$ cat src/rtl/ram_sp_req_bridge_pkg.sv
// Shared types and elaboration-time parameter checks for ram_sp_req_bridge.
// The optional address check is enabled with RAM_SP_REQ_BRIDGE_ADDR_CHECK_EN.
package ram_sp_req_bridge_pkg;

    // One slot of the read-latency pipe: a request waiting for RAM data.
    typedef struct packed {
        logic valid;
        logic is_wr;
        logic err;
    } pipe_stage_t;

    function automatic bit legal_read_latency(input int unsigned lat);
        return (lat == 1) || (lat == 2);
    endfunction

    function automatic bit legal_fifo_depth(input int unsigned depth, input int unsigned lat);
        return (depth >= lat + 1) && ((depth & (depth - 1)) == 0);
    endfunction

endpackage

$ cat src/rtl/ram_sp_req_bridge_fifo.sv
// First-word-fall-through FIFO with occupancy count; the head entry is
// visible on o_pop_data whenever o_empty is low.
module sync_fifo_fwft #(
    parameter int WIDTH = 8,
    parameter int DEPTH = 4
) (
    input  logic                   i_clk,
    input  logic                   i_async_rst,
    input  logic                   i_push,
    input  logic [WIDTH-1:0]       i_push_data,
    input  logic                   i_pop,
    output logic [WIDTH-1:0]       o_pop_data,
    output logic                   o_empty,
    output logic                   o_full,
    output logic [$clog2(DEPTH):0] o_count
);
    localparam int PTR_W = $clog2(DEPTH);

    logic [WIDTH-1:0] mem [DEPTH];
    logic [PTR_W-1:0] wr_ptr;
    logic [PTR_W-1:0] rd_ptr;
    logic [PTR_W:0]   count;
    logic             do_push;
    logic             do_pop;

    assign o_empty    = (count == '0);
    assign o_full     = (count == (PTR_W + 1)'(DEPTH));
    assign o_count    = count;
    assign o_pop_data = mem[rd_ptr];
    assign do_pop     = i_pop & ~o_empty;
    // A push into a full FIFO is only taken when the head leaves on the same edge.
    assign do_push    = i_push & (~o_full | do_pop);

    always_ff @(posedge i_clk or posedge i_async_rst) begin
        if (i_async_rst) begin
            wr_ptr <= '0;
            rd_ptr <= '0;
            count  <= '0;
        end else begin
            if (do_push) wr_ptr <= wr_ptr + 1'b1;
            if (do_pop)  rd_ptr <= rd_ptr + 1'b1;
            case ({do_push, do_pop})
                2'b10:   count <= count + 1'b1;
                2'b01:   count <= count - 1'b1;
                default: count <= count;
            endcase
        end
    end

    always_ff @(posedge i_clk) begin
        if (do_push) mem[wr_ptr] <= i_push_data;
    end

    no_push_when_full: assert property (@(posedge i_clk) disable iff (i_async_rst) !(i_push && o_full));

endmodule

$ cat src/rtl/ram_sp_req_bridge.sv
// Request/response bridge driving a single-port write-first RAM port.
// Define RAM_SP_REQ_BRIDGE_ADDR_CHECK_EN to flag misaligned/out-of-range requests.
module ram_sp_req_bridge
    import ram_sp_req_bridge_pkg::*;
#(
    parameter int WORD_BIT_WIDTH     = 32,
    parameter int DEPTH              = 8,
    parameter int READ_LATENCY       = 1,
    parameter int RSP_FIFO_DEPTH     = 4,
    parameter int REQ_ADDR_BIT_WIDTH = 16
) (
    input  logic                          i_clk,
    input  logic                          i_async_rst,
    input  logic                          i_req_valid,
    output logic                          o_req_ready,
    input  logic                          i_req_is_wr,
    input  logic [REQ_ADDR_BIT_WIDTH-1:0] i_req_byte_addr,
    input  logic [WORD_BIT_WIDTH-1:0]     i_req_wdata,
    input  logic [WORD_BIT_WIDTH/8-1:0]   i_req_wstrb,
    output logic                          o_rsp_valid,
    input  logic                          i_rsp_ready,
    output logic [WORD_BIT_WIDTH-1:0]     o_rsp_rdata,
    output logic                          o_rsp_is_wr,
    output logic                          o_rsp_err,
    output logic                          o_ram_we,
    output logic [$clog2(DEPTH)-1:0]      o_ram_word_addr,
    output logic [WORD_BIT_WIDTH-1:0]     o_ram_data,
    output logic [WORD_BIT_WIDTH/8-1:0]   o_ram_wr_byte_en,
    input  logic [WORD_BIT_WIDTH-1:0]     i_ram_data
);
    localparam int OFF_W   = $clog2(WORD_BIT_WIDTH / 8);
    localparam int WADDR_W = $clog2(DEPTH);
    localparam int CNT_W   = $clog2(RSP_FIFO_DEPTH) + 1;
    localparam int OUT_W   = CNT_W + 1;

    if (!legal_read_latency(READ_LATENCY)) begin : g_bad_latency
        $error("READ_LATENCY must be 1 or 2");
    end
    if (!legal_fifo_depth(RSP_FIFO_DEPTH, READ_LATENCY)) begin : g_bad_fifo_depth
        $error("RSP_FIFO_DEPTH must be a power of 2 and at least READ_LATENCY+1");
    end

    // Width follows WORD_BIT_WIDTH, so this entry type lives with the parameter.
    typedef struct packed {
        logic [WORD_BIT_WIDTH-1:0] rdata;
        logic                      is_wr;
        logic                      err;
    } rsp_entry_t;

    // Both streams transfer on a rising edge where valid & ready are high; valid never
    // waits for ready, payload is held while valid & !ready, and ready ignores valid.
    logic                  accept;
    logic                  req_err;
    logic                  pop;
    logic [OUT_W-1:0]      inflight;
    logic [OUT_W-1:0]      outstanding;
    logic [CNT_W-1:0]      fifo_count;
    logic                  fifo_empty;
    logic                  fifo_full;
    pipe_stage_t           pipe [READ_LATENCY];
    pipe_stage_t           last;
    rsp_entry_t            push_entry;
    rsp_entry_t            head;

`ifdef RAM_SP_REQ_BRIDGE_ADDR_CHECK_EN
    localparam logic [REQ_ADDR_BIT_WIDTH-1:0] OFF_MASK = REQ_ADDR_BIT_WIDTH'((1 << OFF_W) - 1);
    assign req_err = ((i_req_byte_addr & OFF_MASK) != '0)
                   || ((i_req_byte_addr >> (OFF_W + WADDR_W)) != '0);
`else
    logic unused_addr_bits;
    assign unused_addr_bits = ^i_req_byte_addr;
    assign req_err          = 1'b0;
`endif

    assign accept           = i_req_valid & o_req_ready;
    assign o_ram_we         = accept & i_req_is_wr & ~req_err;
    assign o_ram_word_addr  = i_req_byte_addr[OFF_W +: WADDR_W];
    assign o_ram_data       = accept ? i_req_wdata : '0;
    assign o_ram_wr_byte_en = accept ? i_req_wstrb : '0;

    always_ff @(posedge i_clk or posedge i_async_rst) begin
        if (i_async_rst) begin
            for (int i = 0; i < READ_LATENCY; i++) pipe[i] <= '0;
        end else begin
            pipe[0] <= '{valid: accept, is_wr: i_req_is_wr, err: req_err};
            for (int i = 1; i < READ_LATENCY; i++) pipe[i] <= pipe[i-1];
        end
    end

    assign last       = pipe[READ_LATENCY-1];
    assign push_entry = '{rdata: (last.is_wr | last.err) ? '0 : i_ram_data,
                          is_wr: last.is_wr, err: last.err};

    // Every accepted request holds a credit until its response is popped.
    always_comb begin
        inflight = '0;
        for (int i = 0; i < READ_LATENCY; i++) inflight = inflight + OUT_W'(pipe[i].valid);
    end

    assign pop         = o_rsp_valid & i_rsp_ready;
    assign outstanding = inflight + OUT_W'(fifo_count);
    assign o_req_ready = (outstanding - OUT_W'(pop)) < OUT_W'(RSP_FIFO_DEPTH);

    sync_fifo_fwft #(
        .WIDTH ($bits(rsp_entry_t)),
        .DEPTH (RSP_FIFO_DEPTH)
    ) u_rsp_fifo (
        .i_clk       (i_clk),
        .i_async_rst (i_async_rst),
        .i_push      (last.valid),
        .i_push_data (push_entry),
        .i_pop       (pop),
        .o_pop_data  (head),
        .o_empty     (fifo_empty),
        .o_full      (fifo_full),
        .o_count     (fifo_count)
    );

    // Storage is not reset, so the payload is masked while nothing is queued.
    assign o_rsp_valid = ~fifo_empty;
    assign o_rsp_rdata = o_rsp_valid ? head.rdata : '0;
    assign o_rsp_is_wr = o_rsp_valid & head.is_wr;
    assign o_rsp_err   = o_rsp_valid & head.err;

    logic unused_fifo_full;
    assign unused_fifo_full = fifo_full;

endmodule

$ cat config.mk
export PLATFORM = sky130hd
export DESIGN_NAME = ram_sp_req_bridge
export DESIGN_NICKNAME = d
export VERILOG_FILES = /design/src/rtl/ram_sp_req_bridge_pkg.sv /design/src/rtl/ram_sp_req_bridge_fifo.sv /design/src/rtl/ram_sp_req_bridge.sv
export SDC_FILE = /design/constraint.sdc
export NUM_CORES = 1
export LEC_CHECK = 0
export CAP_MARGIN = 20
export CORE_MARGIN = 1.5
export CORE_UTILIZATION = 56
export DETAILED_ROUTE_END_ITERATION = 16
export GPL_TIMING_DRIVEN = 0
export PLACE_DENSITY = 0.94
export RECOVER_POWER = 100
export SYNTH_ARGS = -nofsm -noshare
export SYNTH_HDL_FRONTEND = slang
export SYNTH_HIERARCHICAL = 1
export SYNTH_SLANG_ARGS = --single-unit
export TNS_END_PERCENT = 5
$ cat constraint.sdc
create_clock -name i_clk -period 8.4 [get_ports i_clk]
set_input_delay 1.68 -clock i_clk [delete_from_list [all_inputs] [get_ports i_clk]]
set_output_delay 1.68 -clock i_clk [all_outputs]
set_load 0.03 [all_outputs]
==> results.md <==
- The final reports fail on capacitance limit, slew limit.
- The cell count after synthesis is 481.
- Routability-driven placement finished with a final weighted congestion of 0.877.
- The data arrival time of the worst path is 4.67 ns.
- The net switching share of the total power is 41.9%.
- The sum of net half-perimeters after detailed placement is 12100 µm.
- At the pin with the least slew margin, the transition time is 2.75 ns.
- The power share of the combinational group is 53.3%.
- In this run the remaining antenna-violating nets after routing total 0.
- Setup violations remaining at the end of the flow were counted as 0.
- The first global-routing pass estimated 29200 µm of wire.
- The overall track demand over capacity in global routing is 27.1%.
- Measured along the x axis, the die boundary spans 120 µm.
- For this run, the top clock speed supported by timing is 158 MHz.
- Clock latency on the worst-skew pair, taken at its later pin, is 0.42 ns.
- The mapped netlist covers 0.00763 mm².
- The initial antenna violation count is 1.
- Buffers inserted during clock tree synthesis total 17.
- The internal cell power is 2.05 mW.
- The first-pass iteration count of the detailed router is 7.
- STA classifies the critical path endpoint as a primary output.
- The clock-pin slew of the registers on the worst-case setup and hold paths is 0.05 ns.
- The largest net degree at the start of global routing is 35.
- The number of DRC violations after detailed-routing iteration 0 is 520.
- The number of placed I/O pins is 165.
- The clock tree synthesis step divided the H-tree into 4 levels.
- The worst pin sits at a relative slew slack of -83.2%.
- The area enclosed by the die boundary is 0.0143 mm².
- The via count of the first global-routing pass is 5301.
- The average wire per standard cell is 22.6 µm.
- For the worst flop-to-flop path, the logic depth is 7.
- The most critical setup path has its startpoint at i_rsp_ready.
- Of all nets on the critical path, the largest fanout is 10.
- The final layout contains routed wiring with a total length of 19000 µm.
- The post-route clock period utilization is 75.5%.
- The finished layout holds 842 standard cells, fillers aside.
- The max-cap violation count is 4.
- The number of gates resized after cts is 0.
- The site row count is 42.
- The clock network fraction of design power is 20.5%.
- The setup total negative slack is 0 ns.
- The count of final max-slew check failures is 140.
- The remaining routing DRC violations is 0.
- The analysis attributes to net switching a power of 1.48 mW.
- The worst register-to-register path begins at u_rsp_fifo/o_count[2].
- Summed over all cells, the static leakage comes to 3.50 nW.
- Clock tree synthesis found a total of 145 sinks.
- The floorplan step defined a core boundary enclosing 0.0133 mm².
- Counting instances, the worst hold path has a depth of 1.
- The library cells used most frequently in the layout, excluding fill and tap cells, are sky130_fd_sc_hd__edfxtp_1 (136), sky130_fd_sc_hd__dlygate4sd3_1 (109), sky130_fd_sc_hd__nor2b_1 (68).
- STA classifies the critical path startpoint as a primary input.
- Leaving out fill and tap cells, the most frequent cell in the layout is sky130_fd_sc_hd__edfxtp_1.
- The worst setup path is of the primary input to primary output kind.
- The number of hold-slack violations in the final timing report came to 0.
- For this block, the via count after detailed routing is 5203.
- The required time at the endpoint of the critical path is 6.72 ns.
- The endpoint of the most critical register-to-register path is u_rsp_fifo/mem[2][0].
- The signed area change from the synthesized netlist to the final layout is 29.6%.
- The flow ran to the end, but the final reports show violations.
- Global routing finished with a remaining overflow of 0.
- The detailed-route vias per instance is 6.18.
- The critical path ends at o_ram_data[26].
- The number of cells after detailed placement is 809.
- For this design the ratio of total power to cell area is 357 mW/mm².
- The deepest clock path buffer count is 2.
- The sequential share of power is 26.1%.
- The die extent in y is 120 µm.
- Counting I/O delays and the setup requirement, the final critical path takes 6.35 ns.
- The clock tree root driver cell is sky130_fd_sc_hd__clkbuf_16.
- The number of hold buffers added after CTS was 0.
- In the final layout, the share of cells above drive strength 1 is 22.9%.
- Setup repair after global routing left no endpoint under its margin.
- The number of port buffers is 148.
- After synthesis, the mean cell area works out to 15.9 µm².
- The worst register-to-register path has a setup slack of 3.75 ns.
- IR analysis of the VDD net gives a maximum drop of 308 µV.
- Once the clock tree was built, the setup fixing pass inserted 0 buffers.
- The final net count is 749.
- The total of warnings raised by yosys is 6.
- TritonCTS built the clock tree.
- The initial utilization of the core area, before any placement, comes to 57.4%.
- In this run the worst hold path is classified as register to register.
- The setup clock skew after layout is 0.00539 ns.
## registers in the layout (all words and copies together) (netlist names)
signal              count
last                    2
u_rsp_fifo/mem        136
u_rsp_fifo/o_count      3
u_rsp_fifo/rd_ptr       2
u_rsp_fifo/wr_ptr       2
## worst max-delay path: stages
cell	delay (ns)
sky130_fd_sc_hd__dlygate4sd3_1	0.52
sky130_fd_sc_hd__nor2b_1	0.23
sky130_fd_sc_hd__ha_1	0.18
sky130_fd_sc_hd__inv_1	0.04
sky130_fd_sc_hd__ha_1	0.28
sky130_fd_sc_hd__and3b_1	0.19
sky130_fd_sc_hd__buf_6	0.13
sky130_fd_sc_hd__buf_2	0.21
sky130_fd_sc_hd__o41ai_2	0.42
sky130_fd_sc_hd__dlygate4sd3_1	0.79
## power groups by stage
| stage | clock (mW) | sequential [mW] | combinational, mW |
|---|---|---|---|
| floorplan | 0 | 0.914 | 1.33 |
| CTS | 0.732 | 0.918 | 1.97 |
| detailed placement | 0 | 0.929 | 1.95 |
| global route | 0.761 | 0.930 | 1.99 |
| global placement | 0 | 0.920 | 1.89 |
| finish | 0.724 | 0.922 | 1.88 |
## worst min-delay path by stage
stage,startpoint,end
detailed placement,u_rsp_fifo/wr_ptr[1],u_rsp_fifo/wr_ptr[1]
finish,u_rsp_fifo/wr_ptr[1],u_rsp_fifo/wr_ptr[1]
floorplan,u_rsp_fifo/wr_ptr[1],u_rsp_fifo/wr_ptr[1]
global placement,u_rsp_fifo/wr_ptr[1],u_rsp_fifo/wr_ptr[1]
global route,u_rsp_fifo/wr_ptr[1],u_rsp_fifo/wr_ptr[1]
CTS,u_rsp_fifo/wr_ptr[1],u_rsp_fifo/wr_ptr[1]
## per-layer routing
metal  up-vias  global-route usage [%]  share of wire [%]
met1      2634                    33.0                 38
li1       2276                       -                  -
met3        34                    6.46                7.3
met2       259                    48.2                 53
met4         0                    7.89                2.0
met5         -                       0                  0
## metrics by stage
step	setup WS, ns	util (%)	power [mW]	hold WS, ns	instance area [µm²]
3_5_place_dp	2.14	70.4	2.88	0.562	9350
5_1_grt	1.75	74.4	3.68	0.591	9890
2_1_floorplan	3.19	-	2.24	0.535	7640
3_3_place_gp	2.21	70.3	2.81	0.549	9350
6_report	2.05	74.4	3.53	0.556	9890
4_1_cts	2.12	74.6	3.62	0.579	9920
## layout make-up
type | instances | area [µm²]
tap | 176 | 220
multi-input combinational | 270 | 2930
sequential | 145 | 4310
timing repair buffer | 149 | 1490
clock inverter | 13 | 138
antenna | 1 | 2.50
buffer | 57 | 327
clock buffer | 19 | 433
fill | 771 | 3400
inverter | 12 | 45.0
Note: power is estimated with default switching activity, not from simulation.
==> RTL change 1: new RTL, same flow settings <==
Change the parameter `RSP_FIFO_DEPTH` from 4 to 8.
--- a/src/rtl/ram_sp_req_bridge.sv
+++ b/src/rtl/ram_sp_req_bridge.sv
@@ -6,7 +6,7 @@
     parameter int WORD_BIT_WIDTH     = 32,
     parameter int DEPTH              = 8,
     parameter int READ_LATENCY       = 1,
-    parameter int RSP_FIFO_DEPTH     = 4,
+    parameter int RSP_FIFO_DEPTH     = 8,
     parameter int REQ_ADDR_BIT_WIDTH = 16
 ) (
     input  logic                          i_clk,
Function: changed (a bounded check fails within 10 cycles, from zero or initial values and one cycle with i_async_rst high).
==> RTL change 1 against the original RTL <==
- the flow still finishes with violations (max-capacitance violations, max-slew violations)
- setup slack worse by 710 ps
- wire length up 41%
- register-to-register slack worse by 1100 ps
- fmax down 10%
- total power up 45%
- area after synthesis up 55%
- sequential cell count up 139
- first-iteration DRC count up 29%
- design area up 48%
==> RTL change 1: results <==
set metrics [dict create \
    outcome "finished, violations left" \
    violations "max-capacitance violations, max-slew violations" \
    wl_per_cell_um 24.5 \
    grt_antenna_before_repair 0 \
    grt_use_met3_pct 4.63 \
    comb_power_share_pct 43.5 \
    largest_reg_flops 272 \
    clk_latency_ps 530 \
    final-clk-cell-share_pct 5.89 \
    clockBufferDepth 3 \
    irDropWorstVdd_v 0.000253 \
    cp_slowest_stage_delay_ps 770 \
    gp_congestion 0.841 \
    drive_gt1_share_pct 20.0 \
    n_all_buffers 196 \
    slew_viol_final 142 \
    postSynthAreaPerCell_um2 19.6 \
    p_sw_uw 1780 \
    fin_nets 901 \
    drv_cap 9 \
    grt_start_max_net_pins 22 \
    cts_buffers 27 \
    grt_use_met2_pct 43.6 \
    whs_endpoint "u_rsp_fifo/wr_ptr[0]$_DFFE_PP0P_" \
    vias 6467 \
    reg2reg_depth 10 \
    first_global_vias 6918 \
]
-- RTL change 1: worst max-delay path by stage --
stage	from	end	slack [ps]	cells after the start
finish	u_rsp_fifo/o_count[1]$_DFFE_PP0P_	o_ram_data[12]	1350	15
global route	u_rsp_fifo/o_count[1]$_DFFE_PP0P_	o_ram_data[12]	1060	15
CTS	u_rsp_fifo/o_count[1]$_DFFE_PP0P_	o_ram_data[12]	1430	15
detailed placement	i_rsp_ready	o_ram_data[12]	1690	12
global placement	i_rsp_ready	u_rsp_fifo/mem[0][19]$_DFFE_PP_	350	6
floorplan	i_rsp_ready	u_rsp_fifo/mem[0][0]$_DFFE_PP_	2970	5
-- RTL change 1: through the flow --
step,hold slack [ps],area [µm²]
after global routing,601,14600
after global placement,508,13700
after detailed placement,543,14000
after floorplan,487,11900
after CTS,561,14800
final,573,14600
-- RTL change 1: tightest hold or removal path: stages (launching register included) --
cell,delay [ps]
dfrtp_1,410
nand2_1,60
nand2_1,70
==> RTL change 2: new RTL, config.mk and constraints unchanged <==
Without the edit above. Reset style: synchronous (`i_async_rst`), changed in 2 clocked blocks.
--- a/src/rtl/ram_sp_req_bridge_fifo.sv
+++ b/src/rtl/ram_sp_req_bridge_fifo.sv
@@ -31,7 +31,7 @@
     // A push into a full FIFO is only taken when the head leaves on the same edge.
     assign do_push    = i_push & (~o_full | do_pop);
 
-    always_ff @(posedge i_clk or posedge i_async_rst) begin
+    always_ff @(posedge i_clk) begin
         if (i_async_rst) begin
             wr_ptr <= '0;
             rd_ptr <= '0;
--- a/src/rtl/ram_sp_req_bridge.sv
+++ b/src/rtl/ram_sp_req_bridge.sv
@@ -78,7 +78,7 @@
     assign o_ram_data       = accept ? i_req_wdata : '0;
     assign o_ram_wr_byte_en = accept ? i_req_wstrb : '0;
 
-    always_ff @(posedge i_clk or posedge i_async_rst) begin
+    always_ff @(posedge i_clk) begin
         if (i_async_rst) begin
             for (int i = 0; i < READ_LATENCY; i++) pipe[i] <= '0;
         end else begin
Check against the original RTL: differs if i_async_rst is asserted again (counterexample within 4 cycles, from zero or initial values and one cycle with i_async_rst high); with i_async_rst held inactive, the same outputs for 10 cycles.
==> RTL change 2 against the original RTL <==
- critical path type unchanged
- via count is 0.40% lower
- utilization is 0.15 points higher
- design area decreased by 0.99%
- setup slack got worse by 540 ps
- register-to-register slack barely moved
- non-clock buffer count is the same
- global-route usage fell by 0.40 points
- wire length shrank 5.2%
- fmax fell by 7.9%
- the run still ends with max-capacitance violations, max-slew violations left
- area after synthesis is 1.8% lower
- sequential cell count up 2
Power is not compared: it rests on default switching activity, and its combinational part moved more than twofold at a synthesized area within 25%.
==> RTL change 2: results <==
set metrics [dict create \
    p_comb_uw 203 \
    final_cell_count_no_fill 846 \
    clkPwrFrac_pct 42.6 \
    crit_arrival_ps 5210 \
    dr.pass1.iters 5 \
    htreeDepth 4 \
    grt_pass1_wl_mm 28.8 \
    multi_input_area_um2 2830 \
    final-clk-cell-share_pct 6.21 \
    gp_congestion 0.789 \
    multi_input_cells 273 \
    r2r_slack_ps 3740 \
    reg2reg_from "u_rsp_fifo/o_count[0]$_SDFFE_PP0P_" \
    buffer_area_share_pct 18.2 \
    hold_path_depth 2 \
    dp_hpwl_mm 11.5 \
    drt_iter0_drc 544 \
    whs_endpoint "u_rsp_fifo/wr_ptr[1]$_SDFFE_PP0P_" \
    pre_cts_ws_ps 1840 \
    seqCellArea_um2 4300 \
    clkbuf_count 18 \
    slew_viol_final 140 \
    cp_slowest_stage_delay_ps 820 \
    place_area_um2 9210 \
    timing.rr.end "u_rsp_fifo/mem[0][0]$_DFFE_PP_" \
    design.seq.count 147 \
    min_from "u_rsp_fifo/wr_ptr[1]$_SDFFE_PP0P_" \
    violations "max-capacitance violations, max-slew violations" \
    fin_nets 754 \
    n_all_buffers 206 \
    leakage_uw 0.00332 \
    drive_gt1_share_pct 20.0 \
    holdWs_ps 585 \
    io_buffers 147 \
    first_global_vias 5377 \
    drv_cap 4 \
    synthCells 487 \
    skew_ps 7.72 \
    grt_antenna_before_repair 0 \
    largest_reg_flops 136 \
    wl_per_cell_um 21.3 \
    grt_usage_pct 26.7 \
    diodes 0 \
    nonClockInverterCount 12 \
    crit_fanout 10 \
    cp-endpoint "o_ram_wr_byte_en[3]" \
    placedCellCount 814 \
    hp-class "reg -> reg" \
    max_freq_ghz 0.145 \
    final_area_um2 9790 \
    cts_buffers 17 \
    outcome "finished, violations left" \
    vias 5182 \
    slew-limit-headroom_pct -79.2 \
    fillers 746 \
]
==> RTL change 2: cell count changes in the layout (fill, tap and decap cells not counted), sizes merged, moves of 2 or more <==
| cell | delta |
|---|---|
| xor2 | +2 |
| clkbuf | +3 |
| inv | +3 |
| nor2 | +3 |
| dfrtp | -9 |
| o2111ai | +2 |
| nor2b | +3 |
| xnor2 | -2 |
| buf | -3 |
| clkinvlp | -3 |
| dfxtp | +11 |
==> RTL change 2: per-layer routing <==
| layer | part of all wire (%) | wire length [µm] | GRT usage (%) | vias to the layer above |
|---|---|---|---|---|
| met3 | 7.4 | 1340 | 6.47 | 50 |
| met5 | 0 | 0 | 0 | - |
| met1 | 39 | 7000 | 33.6 | 2554 |
| met4 | 2.8 | 499 | 10.2 | 0 |
| li1 | - | - | - | 2295 |
| met2 | 51 | 9220 | 45.0 | 283 |
